$ cat src/rtl/resp_misr_capture.sv
// Response MISR compactor: captures valid CUT response words into a signature under a start/capture/done FSM.
// Optional SIG_COMPARE_EN adds expected_sig input and pass/fail outputs, evaluated on entry to DONE.
module resp_misr_capture #(
    parameter int                 WIDTH   = 13,
    parameter int                 SIG_W   = 16,
    parameter logic [SIG_W-1:0]   POLY    = 16'h1021,
    parameter logic [SIG_W-1:0]   SEED    = 16'h0000,
    parameter int                 COUNT_W = 16
) (
    input  logic               blif_clk_net,
    input  logic               blif_reset_net,
    input  logic               start,
    input  logic               abort,
    input  logic [COUNT_W-1:0] num_patterns,
    input  logic               resp_valid,
    input  logic [WIDTH-1:0]   resp_data,
`ifdef SIG_COMPARE_EN
    input  logic [SIG_W-1:0]   expected_sig,
    output logic               pass,
    output logic               fail,
`endif
    output logic               busy,
    output logic               done,
    output logic [COUNT_W-1:0] pat_count,
    output logic [SIG_W-1:0]   signature
);

    typedef enum logic [1:0] {
        IDLE    = 2'd0,
        CAPTURE = 2'd1,
        DONE    = 2'd2
    } state_t;

    state_t             state_q, state_d;
    logic [SIG_W-1:0]   sig_q, sig_d;
    logic [COUNT_W-1:0] cnt_q, cnt_d;
    logic [COUNT_W-1:0] tgt_q, tgt_d;
    logic               start_acc;

    function automatic logic [SIG_W-1:0] misr_step(input logic [SIG_W-1:0] s,
                                                   input logic [WIDTH-1:0] d);
        misr_step = (s << 1) ^ (s[SIG_W-1] ? POLY : '0) ^ SIG_W'(d);
    endfunction

    always_ff @(posedge blif_clk_net or posedge blif_reset_net) begin
        if (blif_reset_net) begin
            state_q <= IDLE;
            sig_q   <= SEED;
            cnt_q   <= '0;
            tgt_q   <= '0;
        end else begin
            state_q <= state_d;
            sig_q   <= sig_d;
            cnt_q   <= cnt_d;
            tgt_q   <= tgt_d;
        end
    end

    // abort outranks both start and capture in every state
    always_comb begin
        state_d   = state_q;
        sig_d     = sig_q;
        cnt_d     = cnt_q;
        tgt_d     = tgt_q;
        start_acc = 1'b0;
        case (state_q)
            CAPTURE: begin
                if (abort) begin
                    state_d = IDLE;
                end else if (resp_valid) begin
                    sig_d = misr_step(sig_q, resp_data);
                    cnt_d = cnt_q + COUNT_W'(1);
                    if (cnt_q == tgt_q - COUNT_W'(1)) begin
                        state_d = DONE;
                    end
                end
            end
            default: begin
                if (abort) begin
                    state_d = IDLE;
                end else if (start) begin
                    start_acc = 1'b1;
                    sig_d     = SEED;
                    cnt_d     = '0;
                    tgt_d     = num_patterns;
                    state_d   = (num_patterns == '0) ? DONE : CAPTURE;
                end
            end
        endcase
    end

    assign busy      = (state_q == CAPTURE);
    assign done      = (state_q == DONE);
    assign pat_count = cnt_q;
    assign signature = sig_q;

`ifdef SIG_COMPARE_EN
    logic pass_q, pass_d;
    logic fail_q, fail_d;
    logic enter_done;

    // a zero-length start lands in DONE directly and still counts as an entry
    assign enter_done = (state_d == DONE) && ((state_q != DONE) || start_acc);

    always_comb begin
        pass_d = pass_q;
        fail_d = fail_q;
        if (abort) begin
            pass_d = 1'b0;
            fail_d = 1'b0;
        end else if (enter_done) begin
            pass_d = (sig_d == expected_sig);
            fail_d = (sig_d != expected_sig);
        end else if (start_acc) begin
            pass_d = 1'b0;
            fail_d = 1'b0;
        end
    end

    always_ff @(posedge blif_clk_net or posedge blif_reset_net) begin
        if (blif_reset_net) begin
            pass_q <= 1'b0;
            fail_q <= 1'b0;
        end else begin
            pass_q <= pass_d;
            fail_q <= fail_d;
        end
    end

    assign pass = pass_q;
    assign fail = fail_q;
`endif

endmodule

$ cat config.mk
export PLATFORM = sky130hd
export DESIGN_NAME = resp_misr_capture
export DESIGN_NICKNAME = d
export VERILOG_FILES = /design/src/rtl/resp_misr_capture.sv
export SDC_FILE = /design/constraint.sdc
export NUM_CORES = 1
export LEC_CHECK = 0
export ABC_AREA = 1
export CAP_MARGIN = 40
export CORE_MARGIN = 2
export CORE_UTILIZATION = 51
export DETAILED_ROUTE_END_ITERATION = 12
export GPL_ROUTABILITY_DRIVEN = 0
export GPL_TIMING_DRIVEN = 0
export PLACE_DENSITY = 0.79
export SYNTH_ARGS = -nofsm -noshare
export SYNTH_HDL_FRONTEND = slang
export SYNTH_SLANG_ARGS = --single-unit
$ cat constraint.sdc
create_clock -name blif_clk_net -period 1.9 [get_ports blif_clk_net]
set_clock_uncertainty 0.05 [all_clocks]
set_input_delay 0.38 -clock blif_clk_net [delete_from_list [all_inputs] [get_ports blif_clk_net]]
set_output_delay 0.38 -clock blif_clk_net [all_outputs]
set_load 0.03 [all_outputs]
==> run summary, run 1 <==
status -> finished with violations
failing checks -> setup timing
CTS clk-pin slew, worst paths -> 0.10 ns
peak supply drop -> 0.792 mV
antenna violations before repair -> 0
Tot GR Track Use -> 25.4%
Slew headroom -> 65.7%
minimum clock period after layout -> 1.94 ns
Port Buffers -> 67
Syn Inst Count -> 397
CTS max path bufs -> 2
critical path class -> register to register
clock sink total -> 50
fin crit share -> 102%
critical path arrival -> 2.08 ns
worst-path fanout max -> 3
vias in the first global route -> 2865
cell area after synthesis -> 3090 sq um
fin. max-slew vios -> 0
CP max stage cell -> dfrtp_1
pwr dens -> 1230 nW/um^2
layout overhead on the synthesized area -> 33.2%
pre-CTS WS -> -0.284 ns
Die Y -> 81.8 um
vias per cell -> 5.22
Crit path top cell by count -> nand2_1
Final Hold Vio Count -> 0
initial core utilization -> 52.5%
# setup viols final -> 2
syn_nets -> 433
full die area -> 6690 sq um
detailed router's first-iteration violation count -> 159
Buf+Inv Stages, Crit Path -> 1
DR pass1 iterations -> 4
H-tree depth -> 2
RSZ-0062 raised after global routing -> true
residual DRC count -> 0
Die Wd -> 81.8 um
max cap viols -> 0
Seq/Total Area, Yosys -> 40.5%
library cells used by synthesis -> 39
Worst R2R End -> state_q[0]$_DFFE_PP0P_
Avg Cell Area, Syn -> 7.78 sq um
Hold Buf Count CTS -> 0
clk_lat worst skew -> 0.30 ns
delay-heaviest family, CP -> simple AND/OR/NAND/NOR gates
Hold Crit Class -> input pin to asynchronous set/reset pin
root buffer cell -> clkbuf_8
final wirelength -> 8.28 mm
Setup WS post-layout -> -0.0360 ns
largest net degree at the start of global routing -> 40
Max Fclk -> 0.517 GHz
startpoint types -> register
GRT Residual Overflow -> 0
Critical Path Sink Type -> register
WP data required -> 2.05 ns
CP max stage delay -> 0.41 ns
layout cells sized above 1 -> 17.3%
number of diodes -> 0
Tightest Pin Transition -> 0.514 ns
DP Wirelength -> 6.06 mm
mean routed wirelength per cell -> 14.9 um
Lkg Pwr -> 1.95 nW
Num CTS Buffers -> 5
crit path cell chain -> buf_4 -> nor2_4 -> nand2_1 -> nor2_2 -> nand2_1 -> nand2_1 -> nand2_1 -> nor2_2 -> nand2_1 -> nor2_1 -> nand2_1 -> nand2_2 -> nand2_2 -> nand2_1 -> nand2_1
R2R Setup Slk -> -0.04 ns
Placed Area -> 3870 sq um
Net count, final -> 516
CTS tree -> built
Worst Reg-to-Reg Cells -> 15
antenna-violating nets left -> 0
final instance area -> 4110 sq um
io pins -> 68
vias -> 2900
#FFs+latches synth -> 50
Reg2Reg Launch Point -> tgt_q[1]$_DFFE_PP0P_
first-pass GRT wire length -> 13.1 mm
Core ar. -> 5890 sq um
synth warn -> 0
std cell rows -> 28
layout make-up:
cell class | count | area, sq um
timing repair buffer | 76 | 743
tap | 75 | 93.8
multi-input combinational | 290 | 1700
inverter | 48 | 184
clock buffer | 7 | 86.3
fill | 493 | 1770
buffer | 9 | 36.3
clock inverter | 1 | 5.00
sequential | 50 | 1260
cells in the final DEF (no fill, tap or decap), types with 12 or more instances in the layout:
master,count
xnor2_1,18
clkdlybuf4s50_1,52
xor2_1,13
inv_1,37
nand2_1,102
dfrtp_1,42
o31ai_1,14
nor2_1,25
o21ai_0,22
nor2_2,12
nand3_1,17
report_power, final:
| group | internal, W | switching [W] |
|---|---|---|
| sequential | 0.00137 | 0.000390 |
| clock | 0.000295 | 0.000354 |
| combinational | 0.00108 | 0.00158 |
| total | 0.00274 | 0.00233 |
routing by layer:
metal,wire (um),global-route usage [%],up-vias
met3,432,4.18,20
met2,4260,45.1,76
met5,0,0,-
li1,-,-,1445
met1,3440,31.1,1359
met4,145,8.67,0
Yosys cell counts:
master | instances | area [sq um]
nor3b_2 | 1 | 12.5
inv_4 | 1 | 6.26
nand2_1 | 106 | 398
nor2_4 | 2 | 22.5
nor3b_1 | 1 | 7.51
and2_1 | 2 | 12.5
xnor3_1 | 1 | 22.5
nor4_1 | 6 | 37.5
inv_1 | 43 | 161
or2_0 | 1 | 6.26
xnor2_1 | 18 | 158
nand3_1 | 18 | 90.1
nor3_2 | 2 | 20.0
nand3b_1 | 2 | 15.0
clkinv_1 | 1 | 3.75
xor2_1 | 13 | 114
nor2_1 | 32 | 120
o21ai_1 | 2 | 10.0
nand3_2 | 2 | 20.0
nor2_2 | 10 | 62.6
a221oi_1 | 1 | 8.76
nand2_4 | 3 | 33.8
dfrtp_1 | 50 | 1250
nor3_1 | 6 | 30.0
clkbuf_1 | 8 | 30.0
nand2_2 | 6 | 37.5
o31ai_1 | 14 | 105
nor3_4 | 1 | 16.3
o21ai_0 | 23 | 115
nand4_2 | 1 | 12.5
a21oi_2 | 1 | 8.76
nor2_8 | 1 | 20.0
ha_1 | 2 | 25.0
nand4_1 | 3 | 18.8
inv_2 | 3 | 11.3
and3_1 | 1 | 6.26
nand3_4 | 1 | 17.5
buf_2 | 1 | 5.00
a21oi_1 | 7 | 35.0
state kept, by name (all words and copies together), names as in the netlist:
name and cells:
tgt_q 16, state_q 2, signature 16, pat_count 16
cell families after synthesis:
| group | count (synthesis) | share of synthesized area, % |
|---|---|---|
| flops | 50 | 40.5 |
| fa+ha+maj | 2 | 0.810 |
| simple gates | 208 | 32.9 |
| buf+inv | 57 | 7.05 |
| xor+xnor | 32 | 9.52 |
| compound gates | 48 | 9.16 |
worst max path at each step:
stage	from	end	slack (ns)	depth (start not counted)
final	tgt_q[1]$_DFFE_PP0P_	state_q[0]$_DFFE_PP0P_	-0.04	15
after global routing	tgt_q[1]$_DFFE_PP0P_	state_q[1]$_DFFE_PP0P_	-0.11	15
after CTS	tgt_q[0]$_DFFE_PP0P_	state_q[0]$_DFFE_PP0P_	-0.02	15
after detailed placement	abort	signature[12]$_DFFE_PP0P_	-0.28	8
after global placement	blif_reset_net	pat_count[12]$_DFFE_PP0P_	-0.73	2
after floorplan	pat_count[0]$_DFFE_PP0P_	pat_count[12]$_DFFE_PP0P_	0.12	10
through the flow:
stage	util, %	power, W	hold WS, ns	setup TNS (ns)	cells
detailed placement	65.8	0.00407	0.412	-9.71	540
global route	69.9	0.00540	0.312	-0.215	556
global placement	65.5	0.00398	0.411	-44.73	539
finish	69.9	0.00507	0.270	-0.0684	556
CTS	68.0	0.00483	0.282	-0.0533	552
floorplan	-	0.00333	0.391	0	397
what timing repair did:
item | CTS | global route
setup endpoints to repair | 13 | 29
gates cloned | 0 | 0
setup buffers | 4 | 4
gates resized for setup | 22 | 34
pin swaps | 8 | 10
Power figures use the tool's default switching activity.
==> inputs of run 2 (changes only) <==
Settings changed: CORE_MARGIN 2 to 1.
==> run 2 against run 1 <==
Effect of this change:
- the flow still finishes with violations (setup timing)
- via count up 1.9%
- sequential power barely moved
- register-to-register slack better by 0.02 ns
- die area fell by 4.8%
- final cell count decreased by 0.54%
- hold slack improved by 0.036 ns
- critical endpoint unchanged
- largest cell class unchanged
- highest routed layer unchanged
==> run summary, run 2 (synthesis results as in run 1) <==
status -> finished with violations
failing checks -> setup timing
Core ar. -> 5680 sq um (-3.6%)
Placed Area -> 3870 sq um (about the same)
Worst Setup SP -> tgt_q[1]$_DFFE_PP0P_
largest net degree at the start of global routing -> 38 (-5.0%)
full die area -> 6370 sq um (-4.8%)
Lkg Pwr -> 1.94 nW (-0.55%)
vias in the first global route -> 2848 (-0.59%)
pwr dens -> 1230 nW/um^2 (-0.16%)
Slew headroom -> 65.3% (-0.38 points)
Worst Reg-to-Reg Cells -> 15 (unchanged)
final wirelength -> 8.14 mm (-1.7%)
Clk pwr share -> 12.2% (-0.6 points)
CTS clk-pin slew, worst paths -> 0.10 ns (about the same)
CTS tree -> built
layout overhead on the synthesized area -> 32.8%
Setup WS post-layout -> -0.0133 ns (+0.0227 ns)
Reg2Reg Launch Point -> tgt_q[1]$_DFFE_PP0P_
antenna-violating nets left -> 0 (unchanged)
GRT Residual Overflow -> 0 (unchanged)
Tot GR Track Use -> 26.4% (+1.0 points)
root buffer cell -> clkbuf_8
peak supply drop -> 0.743 mV (-6.2%)
Hold Buf Count CTS -> 0 (unchanged)
RSZ-0062 raised after global routing -> true
CTS max path bufs -> 2 (unchanged)
vias per cell -> 5.35 (+2.5%)
fin. max-slew vios -> 0 (unchanged)
commonest non-fill, non-tap cell in the layout -> nand2_1
std cell rows -> 27 (-3.6%)
# setup viols final -> 2 (unchanged)
Hold Crit Class -> input pin to asynchronous set/reset pin
residual DRC count -> 0 (unchanged)
share of power burned in registers -> 34.5% (about the same)
Tightest Pin Transition -> 0.520 ns (+0.00574 ns)
fill count -> 451 (-8.5%)
vias -> 2956 (+1.9%)
critical path arrival -> 2.06 ns (-0.02 ns)
Port Buffers -> 67 (unchanged)
Net count, final -> 517 (+0.19%)
minimum clock period after layout -> 1.91 ns (-0.0227 ns)
switching share of power -> 46.0% (+0.14 points)
Die Y -> 79.8 um (-2.4%)
critical path class -> register to register
max cap viols -> 0 (unchanged)
DP Wirelength -> 5.96 mm (-1.7%)
DR pass1 iterations -> 5 (+1)
layout cells sized above 1 -> 17.3% (unchanged)
Final Power -> 0.00505 W (-0.49%)
mean routed wirelength per cell -> 14.7 um (-1.1%)
final instance area -> 4100 sq um (-0.33%)
clk_lat worst skew -> 0.30 ns (about the same)
Critical Path Sink Type -> register
Max Fclk -> 0.523 GHz (+1.2%)
Die Wd -> 79.8 um (-2.4%)
Switching Power -> 0.00232 W (-0.19%)
Final Hold Vio Count -> 0 (unchanged)
initial core utilization -> 54.4% (+1.9 points)
Hold Slack -> 0.306 ns (+0.0363 ns)
Pint -> 0.00272 W (-0.75%)
WP data required -> 2.05 ns (about the same)
combinational group share of total power -> 53.3% (+0.7 points)
most frequent cells in the layout -> 100 x nand2_1, 53 x clkdlybuf4s50_1, 46 x dfrtp_1
detailed router's first-iteration violation count -> 228 (+43%)
first-pass GRT wire length -> 13.0 mm (-0.84%)
R2R Setup Slk -> -0.01 ns (+0.02 ns)
Num CTS Buffers -> 5 (unchanged)
startpoint types -> register
H-tree depth -> 2 (unchanged)
Worst R2R End -> state_q[0]$_DFFE_PP0P_
io pins -> 68 (unchanged)
worst-path fanout max -> 3 (unchanged)
clock sink total -> 50 (unchanged)
antenna violations before repair -> 0 (unchanged)
number of diodes -> 0 (unchanged)
fin crit share -> 101% (-1.2 points)
run 2: timing repair:
| item | CTS | global route |
|---|---|---|
| pin swaps | 8 | 11 |
| setup buffers | 4 | 5 |
| endpoints found under the setup margin | 13 | 36 |
| resized for setup | 23 | 34 |
run 2: how the worst max path moves through the flow:
stage,slack [ns],to,cells past startpoint
3_5_place_dp,-0.29,signature[6]$_DFFE_PP0P_,8
2_1_floorplan,0.12,pat_count[12]$_DFFE_PP0P_,10
5_1_grt,-0.17,state_q[0]$_DFFE_PP0P_,14
4_1_cts,-0.005,state_q[1]$_DFFE_PP0P_,15
6_report,-0.01,state_q[0]$_DFFE_PP0P_,15
3_3_place_gp,-0.71,state_q[1]$_DFFE_PP0P_,2
run 2: critical path: stages, from the launching register on:
cell and delay, ns:
dfrtp_1 0.41, buf_4 0.16, nor2_4 0.12, nand2_2 0.08, nor2_4 0.13, nand2_1 0.08, nand2_1 0.09, nand2_1 0.07
nor2_2 0.10, nand2_1 0.07, nor2_2 0.12, nand2_1 0.09, nand2_2 0.09, nand2_2 0.05, nand2_1 0.05, nand2_1 0.05
run 2: area by class of cell:
class                      instances  area (sq um)  area share, %
clock buffer                       6          72.6           1.77
multi-input combinational        290          1690           41.3
buffer                             9          41.3           1.01
inverter                          48           184           4.49
timing repair buffer              77           754           18.4
tap                               72          90.1           2.20
sequential                        50          1260           30.6
clock inverter                     1          7.51          0.183
run 2: power groups by stage:
stage | Clock, W | Sequential, W | Combinational, W
floorplan | 0 | 0.00187 | 0.00145
global placement | 0 | 0.00172 | 0.00227
detailed placement | 0 | 0.00172 | 0.00234
CTS | 0.000623 | 0.00170 | 0.00247
global route | 0.000666 | 0.00177 | 0.00293
finish | 0.000616 | 0.00174 | 0.00269
run 2: per-layer routing:
layer,track usage [%],wire length (um),up-vias,part of all wire [%]
li1,-,-,1432,-
met5,0,0,-,0
met1,33.6,3550,1391,44
met2,45.6,4050,121,50
met3,4.91,463,12,5.7
met4,7.14,79,0,0.97
run 2: through the flow:
step	worst slack, ns	utilization (%)	setup TNS [ns]	cells
floorplan	0.118	-	0	397
finish	-0.0133	72.2	-0.0252	553
global placement	-0.715	67.8	-44.30	536
detailed placement	-0.289	68.2	-10.33	537
global route	-0.167	72.2	-0.458	553
CTS	-0.00525	70.3	-0.00862	548
==> inputs of run 3 (changes only) <==
Settings changed: CORE_MARGIN 1 to unset, CORE_UTILIZATION 51 to 40, PLACE_DENSITY 0.79 to 0.65.
==> run 3 against run 2 <==
Effect of this change:
- the flow still finishes with violations (setup timing)
- combinational power about the same
- via count down 4.0%
- clock power up 21%
- first-iteration DRC count down 12%
- critical endpoint unchanged
==> run summary, run 3 (synthesis results as in run 1) <==
Slew headroom -> 58.6% (-6.7 points)
CTS clk-pin slew, worst paths -> 0.09 ns (about the same)
global-route met2 utilization -> 32.1% (-14 points)
Die Wd -> 89.9 um (+13%)
Setup WS post-layout -> -0.0207 ns (-0.00740 ns)
Lkg Pwr -> 1.95 nW (+0.85%)
initial core utilization -> 41.9% (-13 points)
Core ar. -> 7370 sq um (+30%)
mean routed wirelength per cell -> 13.9 um (-5.8%)
status -> finished with violations
Max Fclk -> 0.521 GHz (-0.39%)
commonest non-fill, non-tap cell in the layout -> nand2_1
Hold Buf Count CTS -> 0 (unchanged)
DP Wirelength -> 6.20 mm (+4.0%)
vias per cell -> 4.89 (-8.5%)
footprint of the multi-input gates -> 1720 sq um (+1.7%)
worst-path fanout max -> 3 (unchanged)
Final Power -> 0.00515 W (+2.1%)
RSZ-0062 raised after global routing -> true
max cap viols -> 0 (unchanged)
critical path class -> register to register
switching share of power -> 44.8% (-1.2 points)
full die area -> 8070 sq um (+27%)
Num CTS Buffers -> 5 (unchanged)
critical path arrival -> 2.07 ns (about the same)
CTS tree -> built
clock sink total -> 50 (unchanged)
Crit path top cell by count -> nand2_2
io pins -> 68 (unchanged)
CP max stage delay -> 0.41 ns (about the same)
largest net degree at the start of global routing -> 31 (-18%)
met1 Use GR -> 27.7% (-6.0 points)
most frequent cells in the layout -> 99 x nand2_1, 51 x clkdlybuf4s50_1, 44 x dfrtp_1
residual DRC count -> 0 (unchanged)
Die Y -> 89.9 um (+13%)
Tightest Pin Transition -> 0.621 ns (+0.101 ns)
pwr dens -> 1230 nW/um^2 (+0.18%)
first-pass GRT wire length -> 12.8 mm (-0.96%)
fill count -> 705 (+56%)
WP data required -> 2.05 ns (about the same)
# setup viols final -> 2 (unchanged)
Placed Area -> 3900 sq um (+0.87%)
fin. max-slew vios -> 0 (unchanged)
antenna-violating nets left -> 0 (unchanged)
startpoint types -> register
Hold Crit Class -> input pin to asynchronous set/reset pin
GR Layer Usage met3 -> 3.13% (-1.8 points)
vias in the first global route -> 2691 (-5.5%)
failing checks -> setup timing
DR pass1 iterations -> 4 (-1)
layout overhead on the synthesized area -> 35.3%
share of power burned in registers -> 33.8% (-0.7 points)
final instance area -> 4180 sq um (+1.9%)
crit path cell chain -> inv_2 -> ha_4 -> inv_2 -> nand2_2 -> nand2_1 -> nand2_1 -> nand2_2 -> nor2_4 -> nand2_1 -> nor2_2 -> nand2_2 -> nor2_4 -> nand2_2 -> nand2_2 -> nand2_2 -> nand2_1 -> nand2_1
minimum clock period after layout -> 1.92 ns (+0.00740 ns)
Post-Layout Cell Count -> 580 (+4.9%)
Net count, final -> 516 (-0.19%)
Tot GR Track Use -> 20.0% (-6.4 points)
layout cells sized above 1 -> 18.3% (+1.0 points)
fin crit share -> 101% (+0.39 points)
Reg2Reg Launch Point -> tgt_q[0]$_DFFE_PP0P_
Switching Power -> 0.00231 W (-0.55%)
Final Hold Vio Count -> 0 (unchanged)
Clk pwr share -> 14.5% (+2.3 points)
clk_lat worst skew -> 0.31 ns (about the same)
Pint -> 0.00284 W (+4.3%)
Worst R2R End -> state_q[0]$_DFFE_PP0P_
peak supply drop -> 0.507 mV (-32%)
vias -> 2838 (-4.0%)
detailed router's first-iteration violation count -> 200 (-12%)
R2R Setup Slk -> -0.02 ns (about the same)
Seq. cell area -> 1260 sq um (+0.20%)
gr busiest metal -> met2
GRT Residual Overflow -> 0 (unchanged)
Critical Path Sink Type -> register
combinational group share of total power -> 51.7% (-1.6 points)
root buffer cell -> clkbuf_8
CTS max path bufs -> 2 (unchanged)
Port Buffers -> 67 (unchanged)
CP max stage cell -> dfrtp_1
number of diodes -> 0 (unchanged)
pre-CTS WS -> -0.322 ns (-0.0327 ns)
H-tree depth -> 2 (unchanged)
Worst Reg-to-Reg Cells -> 17 (+2)
final wirelength -> 8.05 mm (-1.2%)
std cell rows -> 31 (+15%)
antenna violations before repair -> 0 (unchanged)
placed cells -> 564 (+5.0%)
==> run 3: cell types whose count changed in the layout (fill, tap and decap cells not counted), moves of 2 or more <==
cell	delta
clkbuf_2	-3
dfrtp_2	+2
nand3_1	-2
buf_4	-2
nand3_2	+2
clkinv_2	+2
dlygate4sd2_1	+2
clkbuf_1	+2
clkdlybuf4s50_1	-2
dfrtp_1	-2
==> run 3: per-layer routing <==
metal,part of all wire (%),up-vias
met2,48,46
met4,1.5,0
met5,0,-
li1,-,1444
met1,47,1338
met3,3.5,10
==> run 3: cell type report <==
type	instances	share of cell area [%]
tap	99	2.96
clock inverter	3	0.958
timing repair buffer	76	17.8
multi-input combinational	290	41.2
inverter	48	4.40
clock buffer	5	1.65
buffer	9	0.898
sequential	50	30.1
==> run 3: stage by stage <==
step                TNS, ns  hold slack (ns)  utilization [%]
floorplan                 0            0.391                -
global placement     -49.13            0.410             52.7
detailed placement   -10.39            0.414             53.0
CTS                  -0.107            0.368             54.8
global route         -0.269            0.399             56.7
finish              -0.0284            0.357             56.7
==> run 3: repair_timing <==
action                                  in CTS  in global routing
resized for setup                           24                 41
gates cloned                                 0                  0
pin swaps                                    9                 17
endpoints found under the setup margin      15                 33
setup buffers                                2                  6
endpoints found under the hold margin        0                  0
==> run 3: critical path: cells and delay by family, from the launching register on <==
family	cells	cell delay [ns]
buffers and inverters	2	0.16
adders and majority gates	1	0.17
and+or+nand+nor	14	1.02
DFF	1	0.41
==> run 3: how the worst max path moves through the flow <==
stage	cells past startpoint	from	slack, ns	endpoint
after floorplan	10	pat_count[0]$_DFFE_PP0P_	0.12	pat_count[12]$_DFFE_PP0P_
after global placement	2	blif_reset_net	-0.79	tgt_q[10]$_DFFE_PP0P_
after detailed placement	8	abort	-0.32	signature[3]$_DFFE_PP0P_
after CTS	15	tgt_q[1]$_DFFE_PP0P_	-0.04	state_q[0]$_DFFE_PP0P_
after global routing	15	tgt_q[0]$_DFFE_PP0P_	-0.11	state_q[1]$_DFFE_PP0P_
final	17	tgt_q[0]$_DFFE_PP0P_	-0.02	state_q[0]$_DFFE_PP0P_
==> run 3: power groups by stage <==
stage,Combinational [W],Sequential (W),Clock (W)
3_5_place_dp,0.00234,0.00172,0
2_1_floorplan,0.00145,0.00187,0
6_report,0.00266,0.00174,0.000745
5_1_grt,0.00294,0.00179,0.000802
3_3_place_gp,0.00231,0.00172,0
4_1_cts,0.00243,0.00170,0.000764
